[src/rtl/fwd_pkg.sv]
// Shared encodings for the forwarding/hazard unit: operand-mux select codes and the
// control half of an in-flight pipeline slot.
package fwd_pkg;

    // Operand-mux select codes, one 2-bit field per source operand.
    localparam logic [1:0] FWD_RF  = 2'b00;  // value from the register file
    localparam logic [1:0] FWD_MEM = 2'b10;  // value from the EX/MEM register
    localparam logic [1:0] FWD_WB  = 2'b01;  // value from the MEM/WB register

    // Control bits of a slot; the destination index is added by the top, whose width
    // depends on REG_AW.
    typedef struct packed {
        logic vld;
        logic regwrite;
        logic memread;
    } slot_ctrl_t;

endpackage

[src/rtl/fwd_match.sv]
// Hit compare between one tracked pipeline slot and one source register index.
// Index 0 is the hardwired zero register and never hits.
module fwd_match #(
    parameter int unsigned REG_AW = 5
) (
    input  logic              slotVld_i,
    input  logic              slotRegwrite_i,
    input  logic [REG_AW-1:0] slotRd_i,
    input  logic [REG_AW-1:0] src_i,
    output logic              hit_o
);

    assign hit_o = slotVld_i & slotRegwrite_i & (slotRd_i == src_i) & (src_i != '0);

endmodule

[src/rtl/fwd_hazard_unit.sv]
// Forwarding and hazard unit for a 5-stage pipeline. Tracks the destinations of the
// instructions in EX, MEM and WB, drives the EX operand-mux selects, raises load-use
// (or, without forwarding, any-RAW) stalls and counts stall cycles.
module fwd_hazard_unit
    import fwd_pkg::*;
#(
    parameter int unsigned NUM_SRC = 2,
    parameter int unsigned REG_AW  = 5,
    parameter bit          FWD_EN  = 1'b1,
    parameter int unsigned CNT_W   = 16
) (
    input  logic                      clk,
    input  logic                      rst,
    input  logic                      id_valid,
    input  logic [NUM_SRC*REG_AW-1:0] id_rs,
    input  logic [REG_AW-1:0]         id_rd,
    input  logic                      id_regwrite,
    input  logic                      id_memread,
    input  logic [NUM_SRC*REG_AW-1:0] ex_rs,
    input  logic                      flush,
    output logic [NUM_SRC*2-1:0]      fwd_sel,
    output logic                      stall,
    output logic [CNT_W-1:0]          stall_count
);

    typedef struct packed {
        slot_ctrl_t        ctrl;
        logic [REG_AW-1:0] rd;
    } slot_t;

    slot_t exQ, memQ, wbQ, exD;
    logic [CNT_W-1:0] stallCntQ;

    // Hits of each slot against the ID sources (stall) and the EX sources (forwarding).
    logic [NUM_SRC-1:0] exHitId, memHitId, wbHitId, memHitEx, wbHitEx;

    // The WB load flag is carried for completeness but nothing downstream needs it.
    logic unusedWbMemread;
    assign unusedWbMemread = wbQ.ctrl.memread;

    for (genvar k = 0; k < NUM_SRC; k++) begin : g_src
        fwd_match #(.REG_AW(REG_AW)) uExId (
            .slotVld_i     (exQ.ctrl.vld),
            .slotRegwrite_i(exQ.ctrl.regwrite),
            .slotRd_i      (exQ.rd),
            .src_i         (id_rs[k*REG_AW +: REG_AW]),
            .hit_o         (exHitId[k])
        );
        fwd_match #(.REG_AW(REG_AW)) uMemId (
            .slotVld_i     (memQ.ctrl.vld),
            .slotRegwrite_i(memQ.ctrl.regwrite),
            .slotRd_i      (memQ.rd),
            .src_i         (id_rs[k*REG_AW +: REG_AW]),
            .hit_o         (memHitId[k])
        );
        fwd_match #(.REG_AW(REG_AW)) uWbId (
            .slotVld_i     (wbQ.ctrl.vld),
            .slotRegwrite_i(wbQ.ctrl.regwrite),
            .slotRd_i      (wbQ.rd),
            .src_i         (id_rs[k*REG_AW +: REG_AW]),
            .hit_o         (wbHitId[k])
        );
        fwd_match #(.REG_AW(REG_AW)) uMemEx (
            .slotVld_i     (memQ.ctrl.vld),
            .slotRegwrite_i(memQ.ctrl.regwrite),
            .slotRd_i      (memQ.rd),
            .src_i         (ex_rs[k*REG_AW +: REG_AW]),
            .hit_o         (memHitEx[k])
        );
        fwd_match #(.REG_AW(REG_AW)) uWbEx (
            .slotVld_i     (wbQ.ctrl.vld),
            .slotRegwrite_i(wbQ.ctrl.regwrite),
            .slotRd_i      (wbQ.rd),
            .src_i         (ex_rs[k*REG_AW +: REG_AW]),
            .hit_o         (wbHitEx[k])
        );
    end

    // Stall: load-use with forwarding, any outstanding RAW without it; quiet in reset.
    always_comb begin
        stall = 1'b0;
        if (rst && id_valid) begin
            if (FWD_EN) begin
                stall = exQ.ctrl.memread & (|exHitId);
            end else begin
                stall = |{exHitId, memHitId, wbHitId};
            end
        end
    end

    // Operand selects: MEM (youngest) beats WB, otherwise the register file.
    always_comb begin
        fwd_sel = '0;
        if (rst && FWD_EN) begin
            for (int k = 0; k < NUM_SRC; k++) begin
                if (memHitEx[k]) begin
                    fwd_sel[k*2 +: 2] = FWD_MEM;
                end else if (wbHitEx[k]) begin
                    fwd_sel[k*2 +: 2] = FWD_WB;
                end else begin
                    fwd_sel[k*2 +: 2] = FWD_RF;
                end
            end
        end
    end

    // Next EX slot: stall or flush turns the instruction leaving ID into a bubble.
    always_comb begin
        exD.ctrl.vld      = id_valid & ~stall & ~flush;
        exD.ctrl.regwrite = id_regwrite;
        exD.ctrl.memread  = id_memread;
        exD.rd            = id_rd;
    end

    // Slot shift register tracking the instructions in EX, MEM and WB.
    always_ff @(posedge clk or negedge rst) begin
        if (!rst) begin
            exQ  <= '0;
            memQ <= '0;
            wbQ  <= '0;
        end else begin
            wbQ  <= memQ;
            memQ <= exQ;
            exQ  <= exD;
        end
    end

    // Saturating stall-cycle counter.
    always_ff @(posedge clk or negedge rst) begin
        if (!rst) begin
            stallCntQ <= '0;
        end else if (stall && (stallCntQ != '1)) begin
            stallCntQ <= stallCntQ + 1'b1;
        end
    end

    assign stall_count = stallCntQ;

endmodule

[config.mk]
export PLATFORM = sky130hd
export DESIGN_NAME = fwd_hazard_unit
export DESIGN_NICKNAME = d
export VERILOG_FILES = /design/src/rtl/fwd_pkg.sv /design/src/rtl/fwd_match.sv /design/src/rtl/fwd_hazard_unit.sv
export SDC_FILE = /design/constraint.sdc
export NUM_CORES = 1
export LEC_CHECK = 0
export BUFFER_PORTS_ARGS = -buffer_cell sky130_fd_sc_hd__buf_2
export CAP_MARGIN = 5
export CELL_PAD_IN_SITES_DETAIL_PLACEMENT = 1
export CELL_PAD_IN_SITES_GLOBAL_PLACEMENT = 2
export CORE_UTILIZATION = 35
export DETAILED_ROUTE_END_ITERATION = 6
export MAX_ROUTING_LAYER = met4
export PLACE_DENSITY = 0.88
export SYNTH_ARGS = -nofsm -noshare
export SYNTH_HDL_FRONTEND = slang
export SYNTH_SLANG_ARGS = --single-unit
[constraint.sdc]
create_clock -name clk -period 4.4 [get_ports clk]
set_input_delay 1.32 -clock clk [delete_from_list [all_inputs] [get_ports clk]]
set_output_delay 1.32 -clock clk [all_outputs]
set_load 0.05 [all_outputs]
==> impl_metrics.ini, run 1 <==
[sta]
fin_skew_ns = 0.00638
max_slew.worst_pin.slew_ns = 0.488
timing.final.max_slew_violations = 0
min_period_over_period_pct = 89.9
setup_viol = 0
rsz0062_at_grt = false
setup_tns_ns = 0
fin_crit_ns = 3.95
max-slew-margin-rel_pct = 67.5
finalHoldViolations = 0
fmax_ghz = 0.253

[pwr]
combPwrFrac_pct = 8.2
internal_power_uw = 634
p_switching_uw = 169
pwr-share-seq_pct = 46.1
power_density_mw_per_mm2 = 348
peakVddDrop_mv = 0.221
clkPwrFrac_pct = 45.6
fin_total_pwr_uw = 803
p_sw_share_pct = 21.0
p_leak_nw = 1.02

[clock_network]
numCtsBuffers = 5
cts_setup_buffers = 0
htreeDepth = 2
clockRootBuffer = clkbuf_8
cts_tree = yes
cts_resized = 0
cts.sinks = 38
clkLatencyLatePin_ns = 0.29
cts_buffer_depth = 2
path_clk_slew_ns = 0.08
cts_hold_buf = 0

[drt]
viasPerCell = 4.79
drc_errors = 0
num_vias = 1366
first_pass_iters = 4
drtAntennaViolNets = 0
drtIter0Drc = 26
wl_um = 4200
wl_per_cell_um = 14.7

[yosys]
synth_seq_cells = 38
synth-edff-count = 0
ys_warn_count = 0
synth_top_area_share_pct = 52.3
yosysSeqAreaShare_pct = 52.3
async_reset_ff_share_pct = 100
synth_top_area_cell = dfrtp_1
ys.flop_type = dfrtp_1
yosysMostFrequentCell = xnor2_1
syn-num-nets = 190
syn_avg_cell_area_um2 = 11.5
syn_area_mm2 = 0.00182
synth_commonest_cells = 39 x xnor2_1, 38 x dfrtp_1, 14 x nand3_1
ys_top_cells_by_area = dfrtp_1 52%, xnor2_1 19%, nand3_1 3.9%
netlist_instances = 158
synth_cell_types = 26

[placed_design]
postPlaceCellArea_mm2 = 0.00217
place_inst = 277
dp_hpwl_um = 3200
io_buffers = 51
gp_congestion = 0.770

[global_route]
grt_max_degree = 41
grt_pass1_vias = 1458
grt_pass1_wl_um = 7160
grtUsageTotal_pct = 18.3
antenna_found_initial = 0
grt_overflow = 0

[worst_setup_path]
start_kind = input port
cp_data_required_time_ns = 3.08
slowest_stage = or4_1
worstSetupPathType = input port to output pin
r2r_slack_ns = 2.40
cp.arrival_ns = 2.63
crit_path_cell_trace = buf_2, or4_1, nor2_1, nor3_1, nor4_2, buf_2
cpPeakStageDelay_ns = 0.51
crit_fanout = 3
r2r_end = stall_count[1]
reg2reg_from = exQ[0]
crit_start = ex_rs[6]
rr_worst_depth = 6
endpoint_kind = output pin
path_common_cell = buf_2
crit_end = fwd_sel[2]

[final_layout]
syn_to_final_growth_pct = 27.1
final_cells = 285
finalNetCount = 249
design_area_mm2 = 0.00231
drive_above_1_share_pct = 33.5
antennaDiodeCount = 0

[floorplanning]
core_mm2 = 0.00485
die_w_um = 74.0
pin_count = 52
rows = 25
start_util_pct = 37.5
dieArea_mm2 = 0.00548
die_h_um = 74.0

[run_status]
outcome = complete, no violations

[hold_path]
holdCritPathClass = register to register

[job]
max_cap_viol_count = 0
==> area by class of cell <==
| type | instances | area, um2 |
|---|---|---|
| Fill cell | 569 | 2540 |
| Sequential cell | 38 | 951 |
| Multi-Input combinational cell | 119 | 861 |
| Timing Repair Buffer | 53 | 270 |
| Tap cell | 67 | 83.8 |
| Clock buffer | 6 | 82.6 |
| Clock inverter | 2 | 60.1 |
==> how the worst min path moves through the flow <==
| stage | from | depth (start not counted) | to |
|---|---|---|---|
| 2_1_floorplan | exQ[6] | 0 | memQ[6] |
| 3_3_place_gp | exQ[6] | 0 | memQ[6] |
| 3_5_place_dp | exQ[6] | 0 | memQ[6] |
| 4_1_cts | exQ[6] | 0 | memQ[6] |
| 5_1_grt | exQ[6] | 0 | memQ[6] |
| 6_report | exQ[6] | 0 | memQ[6] |
==> per-stage QoR <==
step	hold WS (ns)	utilization (%)	setup WS, ns
3_3_place_gp	0.367	44.7	0.447
3_5_place_dp	0.361	44.7	0.435
5_1_grt	0.383	47.6	0.304
4_1_cts	0.379	47.6	0.436
2_1_floorplan	0.347	-	0.158
6_report	0.378	47.6	0.446
==> logic make-up (layout without fill, tap and decap cells) <==
family	after synthesis	in the layout	synth area share [%]
adder cells (fa/ha/maj)	1	1	0.689
AO/OA/AOI/OAI	5	5	3.03
buffers and inverters	1	61	0.620
XOR/XNOR	43	43	20.7
flip-flops	38	38	52.3
multiplexers	1	1	0.620
AND/OR/NAND/NOR	69	69	22.0
==> registers in the layout, indices dropped and copies added (netlist names) <==
name         flops
exQ              8
stall_count     16
memQ             7
wbQ              7
==> worst max-delay path, delay by kind of cell <==
family / cells / cell delay, ns
buffers and inverters: 2 / 0.42
and+or+nand+nor: 4 / 0.89
==> per-layer routing <==
metal  track usage (%)  wire [um]  vias to the layer above
met1              21.5       1830                      661
met3              4.07        199                        6
met2              30.6       2120                       30
li1                  -          -                      669
met5                 -          0                        -
met4              7.05         52                        0
==> power groups by stage <==
stage	registers (mW)	logic (mW)	clock network (mW)
6_report	0.371	0.0660	0.367
5_1_grt	0.373	0.0744	0.384
4_1_cts	0.371	0.0678	0.372
3_5_place_dp	0.378	0.0669	0
3_3_place_gp	0.378	0.0652	0
2_1_floorplan	0.377	0.0327	0
==> layout by cell type, fill, tap and decap left out, drive strengths merged <==
cell type  instances
nor3b              1
nand2              7
or4                6
nor2              10
nor2b              3
and2               5
nand3b             1
a211oi             1
nand4b             1
mux2               1
buf               53
xor2               4
nand3             14
nor4               2
xnor2             39
o22ai              1
nor3               2
dfrtp             38
and3               6
clkbuf             6
a21oi              3
ha                 1
bufinv             2
nand4             11
Note: power is estimated with default switching activity, not from simulation.
==> run 2: changes to the inputs <==
CELL_PAD_IN_SITES_DETAIL_PLACEMENT = default   (was 1)
CELL_PAD_IN_SITES_GLOBAL_PLACEMENT = default   (was 2)
CORE_UTILIZATION = 55   (was 35)
==> run 2 against run 1 <==
Global-route usage up 4.9 points. Utilization up 23 points. First-iteration DRC count up 110%. Clock skew up 0.0088 ns. Fmax about the same. Wire length down 19%. Design area down 4.7%. Sequential cell count unchanged. Clock-buffer cell count unchanged. Largest power group unchanged. Highest routed layer unchanged.
==> impl_metrics.ini, run 2 (synthesis gave the netlist of run 1 again) <==
[run_status]
outcome = complete, no violations

[clock_network]
cts_resized = 0
cts_setup_buffers = 0
path_clk_slew_ns = 0.12
htreeDepth = 2
clockRootBuffer = clkbuf_4
numCtsBuffers = 5
cts_hold_buf = 0
cts_tree = yes
cts_buffer_depth = 2
cts.sinks = 38
clkLatencyLatePin_ns = 0.34

[placed_design]
gp_congestion = 0.895
dp_slack_ns = 0.437
dp_hpwl_um = 2630
place_inst = 254
io_buffers = 51

[pwr]
p_leak_nw = 0.983
power_density_mw_per_mm2 = 285
p_sw_share_pct = 25.2
combPwrFrac_pct = 10.3
p_switching_uw = 159
fin_total_pwr_uw = 628
pwr-share-seq_pct = 59.0
peakVddDrop_mv = 0.230
internal_power_uw = 469
clkPwrFrac_pct = 30.7

[sta]
fin_crit_ns = 3.96
setup_viol = 0
max_slew.worst_pin.slew_ns = 0.487
finalHoldViolations = 0
fmax_ghz = 0.253
fin_skew_ns = 0.0152
timing.final.max_slew_violations = 0
setup_tns_ns = 0
holdWs_ns = 0.398
min_period_over_period_pct = 89.9
fin_ws_ns = 0.444
max-slew-margin-rel_pct = 67.2
rsz0062_at_grt = false

[floorplanning]
die_h_um = 59.5
pin_count = 52
die_w_um = 59.5
rows = 20
dieArea_mm2 = 0.00354
core_mm2 = 0.00310
start_util_pct = 58.5

[global_route]
antenna_found_initial = 0
grt_pass1_vias = 1255
grt_overflow = 0
grtUsageTotal_pct = 23.2
grt_max_degree = 41
grt_pass1_wl_um = 5730

[final_layout]
most-common-layout-cells = 51 x buf_2, 39 x xnor2_1, 38 x dfrtp_1
syn_to_final_growth_pct = 21.1
antennaDiodeCount = 0
final_cells = 262
drive_above_1_share_pct = 33.5
final_common_cell = buf_2
largest_reg_flops = 16
finalNetCount = 249

[drt]
drtIter0Drc = 55
wl_um = 3400
wl_per_cell_um = 13.0
first_pass_iters = 4
num_vias = 1397
drtAntennaViolNets = 0
drc_errors = 0
viasPerCell = 5.33

[worst_setup_path]
endpoint_kind = output pin
r2r_slack_ns = 2.39
crit_fanout = 3
reg2reg_from = exQ[0]
start_kind = input port
worstSetupPathType = input port to output pin
r2r_end = stall_count[1]
cp_data_required_time_ns = 3.08
crit_start = ex_rs[6]
rr_worst_depth = 6
cp.arrival_ns = 2.64
crit_end = fwd_sel[2]

[job]
max_cap_viol_count = 0

[hold_path]
min_from = exQ[7]
holdCritPathClass = register to register
run 2: through the flow:
step / area, um2 / util [%]
2_1_floorplan: 1820 / -
3_3_place_gp: 2140 / 68.9
3_5_place_dp: 2140 / 68.9
4_1_cts: 2200 / 70.9
5_1_grt: 2200 / 70.9
6_report: 2200 / 70.9
run 2: worst min-delay path by stage:
stage / depth (start not counted) / slack (ns) / end
after floorplan: 0 / 0.35 / memQ[6]
after global placement: 0 / 0.35 / memQ[6]
after detailed placement: 0 / 0.36 / memQ[6]
after CTS: 0 / 0.40 / memQ[7]
after global routing: 0 / 0.42 / memQ[7]
final: 0 / 0.40 / memQ[7]
run 2: metal layers:
layer,wire length (um),vias to the layer above,track usage [%]
met5,0,-,-
met4,56,0,8.84
met3,221,8,6.11
met2,1600,53,33.9
met1,1520,669,31.1
li1,-,667,-
run 2: critical path: stages:
cell and delay (ns):
buf_2 0.12, or4_1 0.52, nor2_1 0.16, nor3_1 0.10
nor4_2 0.12, buf_2 0.29
run 2: cell type report:
| type | count | area [um2] |
|---|---|---|
| clock buffers | 6 | 51.3 |
| repair buffers | 53 | 270 |
| multi-input cells | 119 | 861 |
| flip-flops and latches | 38 | 951 |
| fillers | 260 | 902 |
| clock inverters | 2 | 12.5 |
| well taps | 44 | 55.1 |
run 2: power groups by stage:
stage	clock network, mW	registers, mW	logic (mW)
finish	0.193	0.370	0.0645
global route	0.210	0.372	0.0714
CTS	0.198	0.371	0.0656
global placement	0	0.377	0.0642
floorplan	0	0.377	0.0327
detailed placement	0	0.377	0.0655
==> run 3: changes to the inputs <==
CELL_PAD_IN_SITES_DETAIL_PLACEMENT = 1   (was default)
CELL_PAD_IN_SITES_GLOBAL_PLACEMENT = 1   (was default)
CORE_UTILIZATION = 43   (was 55)
==> run 3 against run 2 <==
Register-to-register slack lost 0.05 ns. Critical path type unchanged. Critical path depth is the same. First-iteration DRC count grew 31%. Largest power group unchanged. Clock power grew 90%. Sequential share of layout area shrank 1.8 points. Die area grew 27%. Largest cell class unchanged. Hold slack lost 0.0052 ns.
==> impl_metrics.ini, run 3 (synthesis gave the netlist of run 1 again) <==
[run_status]
outcome = complete, no violations

[clock_network]
cts.sinks = 38
clkLatencyLatePin_ns = 0.29
cts_resized = 0
numCtsBuffers = 5
cts_setup_buffers = 0
cts_buffer_depth = 2
path_clk_slew_ns = 0.08
clockRootBuffer = clkbuf_8
cts_hold_buf = 0
cts_tree = yes
htreeDepth = 2

[final_layout]
design_area_mm2 = 0.00229
finalNetCount = 250
antennaDiodeCount = 0
largest_reg_flops = 16
fillerInstances = 479
syn_to_final_growth_pct = 26.3
most-common-layout-cells = 51 x buf_2, 39 x xnor2_1, 38 x dfrtp_1
final_cells = 269
drive_above_1_share_pct = 33.8
final_common_cell = buf_2
final_util_pct = 57.0

[worst_setup_path]
crit_fanout = 3
path_common_cell = buf_2
cp_data_required_time_ns = 3.08
reg2reg_from = exQ[0]
cp.arrival_ns = 2.64
cpPeakStageDelay_ns = 0.52
endpoint_kind = output pin
worstSetupPathType = input port to output pin
start_kind = input port
slowest_stage = or4_1
crit_path_cell_trace = buf_2, or4_1, nor2_1, nor3_1, nor4_2, buf_2
rr_worst_depth = 6
r2r_slack_ns = 2.34
r2r_end = stall_count[1]

[sta]
max-slew-margin-rel_pct = 67.8
min_period_over_period_pct = 90.1
fin_skew_ns = 0.00952
fmax_ghz = 0.252
fin_crit_ns = 3.96
max_slew.worst_pin.slew_ns = 0.483
setup_viol = 0
timing.final.max_slew_violations = 0
rsz0062_at_grt = false
finalHoldViolations = 0
setup_tns_ns = 0

[drt]
drtAntennaViolNets = 0
first_pass_iters = 4
drc_errors = 0
num_vias = 1401
wl_um = 4250
viasPerCell = 5.21
wl_per_cell_um = 15.8
drtIter0Drc = 72

[floorplanning]
core_mm2 = 0.00403
rows = 23
dieArea_mm2 = 0.00449
die_w_um = 67
die_h_um = 67
start_util_pct = 45.1
pin_count = 52

[job]
max_cap_viol_count = 0

[pwr]
peakVddDrop_mv = 0.228
fin_total_pwr_uw = 804
power_density_mw_per_mm2 = 350
p_leak_nw = 1.02

[placed_design]
gp_congestion = 0.834
io_buffers = 51
dp_hpwl_um = 3190
place_inst = 261
postPlaceCellArea_mm2 = 0.00215

[global_route]
grt_max_degree = 41
grtUsageTotal_pct = 22.3
grt_pass1_wl_um = 6930
antenna_found_initial = 0
grt_overflow = 0
grt_pass1_vias = 1416

[hold_path]
holdCritPathClass = register to register
min_from = exQ[7]
whs_endpoint = memQ[7]
hold_depth = 0
run 3: cell type report:
class                      instances  area [um2]  share of cell area (%)
clock buffer                       6        82.6                    3.60
clock inverter                     2        60.1                    2.62
multi-input combinational        119         861                    37.5
sequential                        38         951                    41.4
tap                               50        62.6                    2.73
timing repair buffer              54         278                    12.1
run 3: routing by layer:
| layer | global-route usage, % | vias up | routed length [um] |
|---|---|---|---|
| li1 | - | 666 | - |
| met4 | 7.18 | 0 | 63 |
| met3 | 5.65 | 6 | 160 |
| met5 | - | - | 0 |
| met2 | 35.8 | 34 | 2130 |
| met1 | 27.2 | 695 | 1900 |
run 3: worst max-delay path by stage:
stage	start	end	slack [ns]	cells after the start
2_1_floorplan	ex_rs[6]	fwd_sel[2]	0.16	4
3_3_place_gp	ex_rs[6]	fwd_sel[2]	0.46	6
3_5_place_dp	ex_rs[6]	fwd_sel[2]	0.42	6
4_1_cts	ex_rs[6]	fwd_sel[2]	0.42	6
5_1_grt	ex_rs[6]	fwd_sel[2]	0.33	6
6_report	ex_rs[6]	fwd_sel[2]	0.44	6
run 3: power by group:
part / switching, mW / leakage [nW] / internal, mW / total [mW]
sequential: 0.0112 / 0.484 / 0.360 / 0.371
combinational: 0.0345 / 0.470 / 0.0326 / 0.0671
clock: 0.124 / 0.0714 / 0.242 / 0.366
run 3: through the flow:
step	hold slack [ns]	setup WS [ns]
after global placement	0.372	0.462
after CTS	0.397	0.421
final	0.393	0.436
after global routing	0.413	0.326
after floorplan	0.347	0.158
after detailed placement	0.372	0.421
run 3: worst max-delay path: cells and delay by family:
kind	cells	cell delay [ns]
buf+inv	2	0.41
simple gates	4	0.91
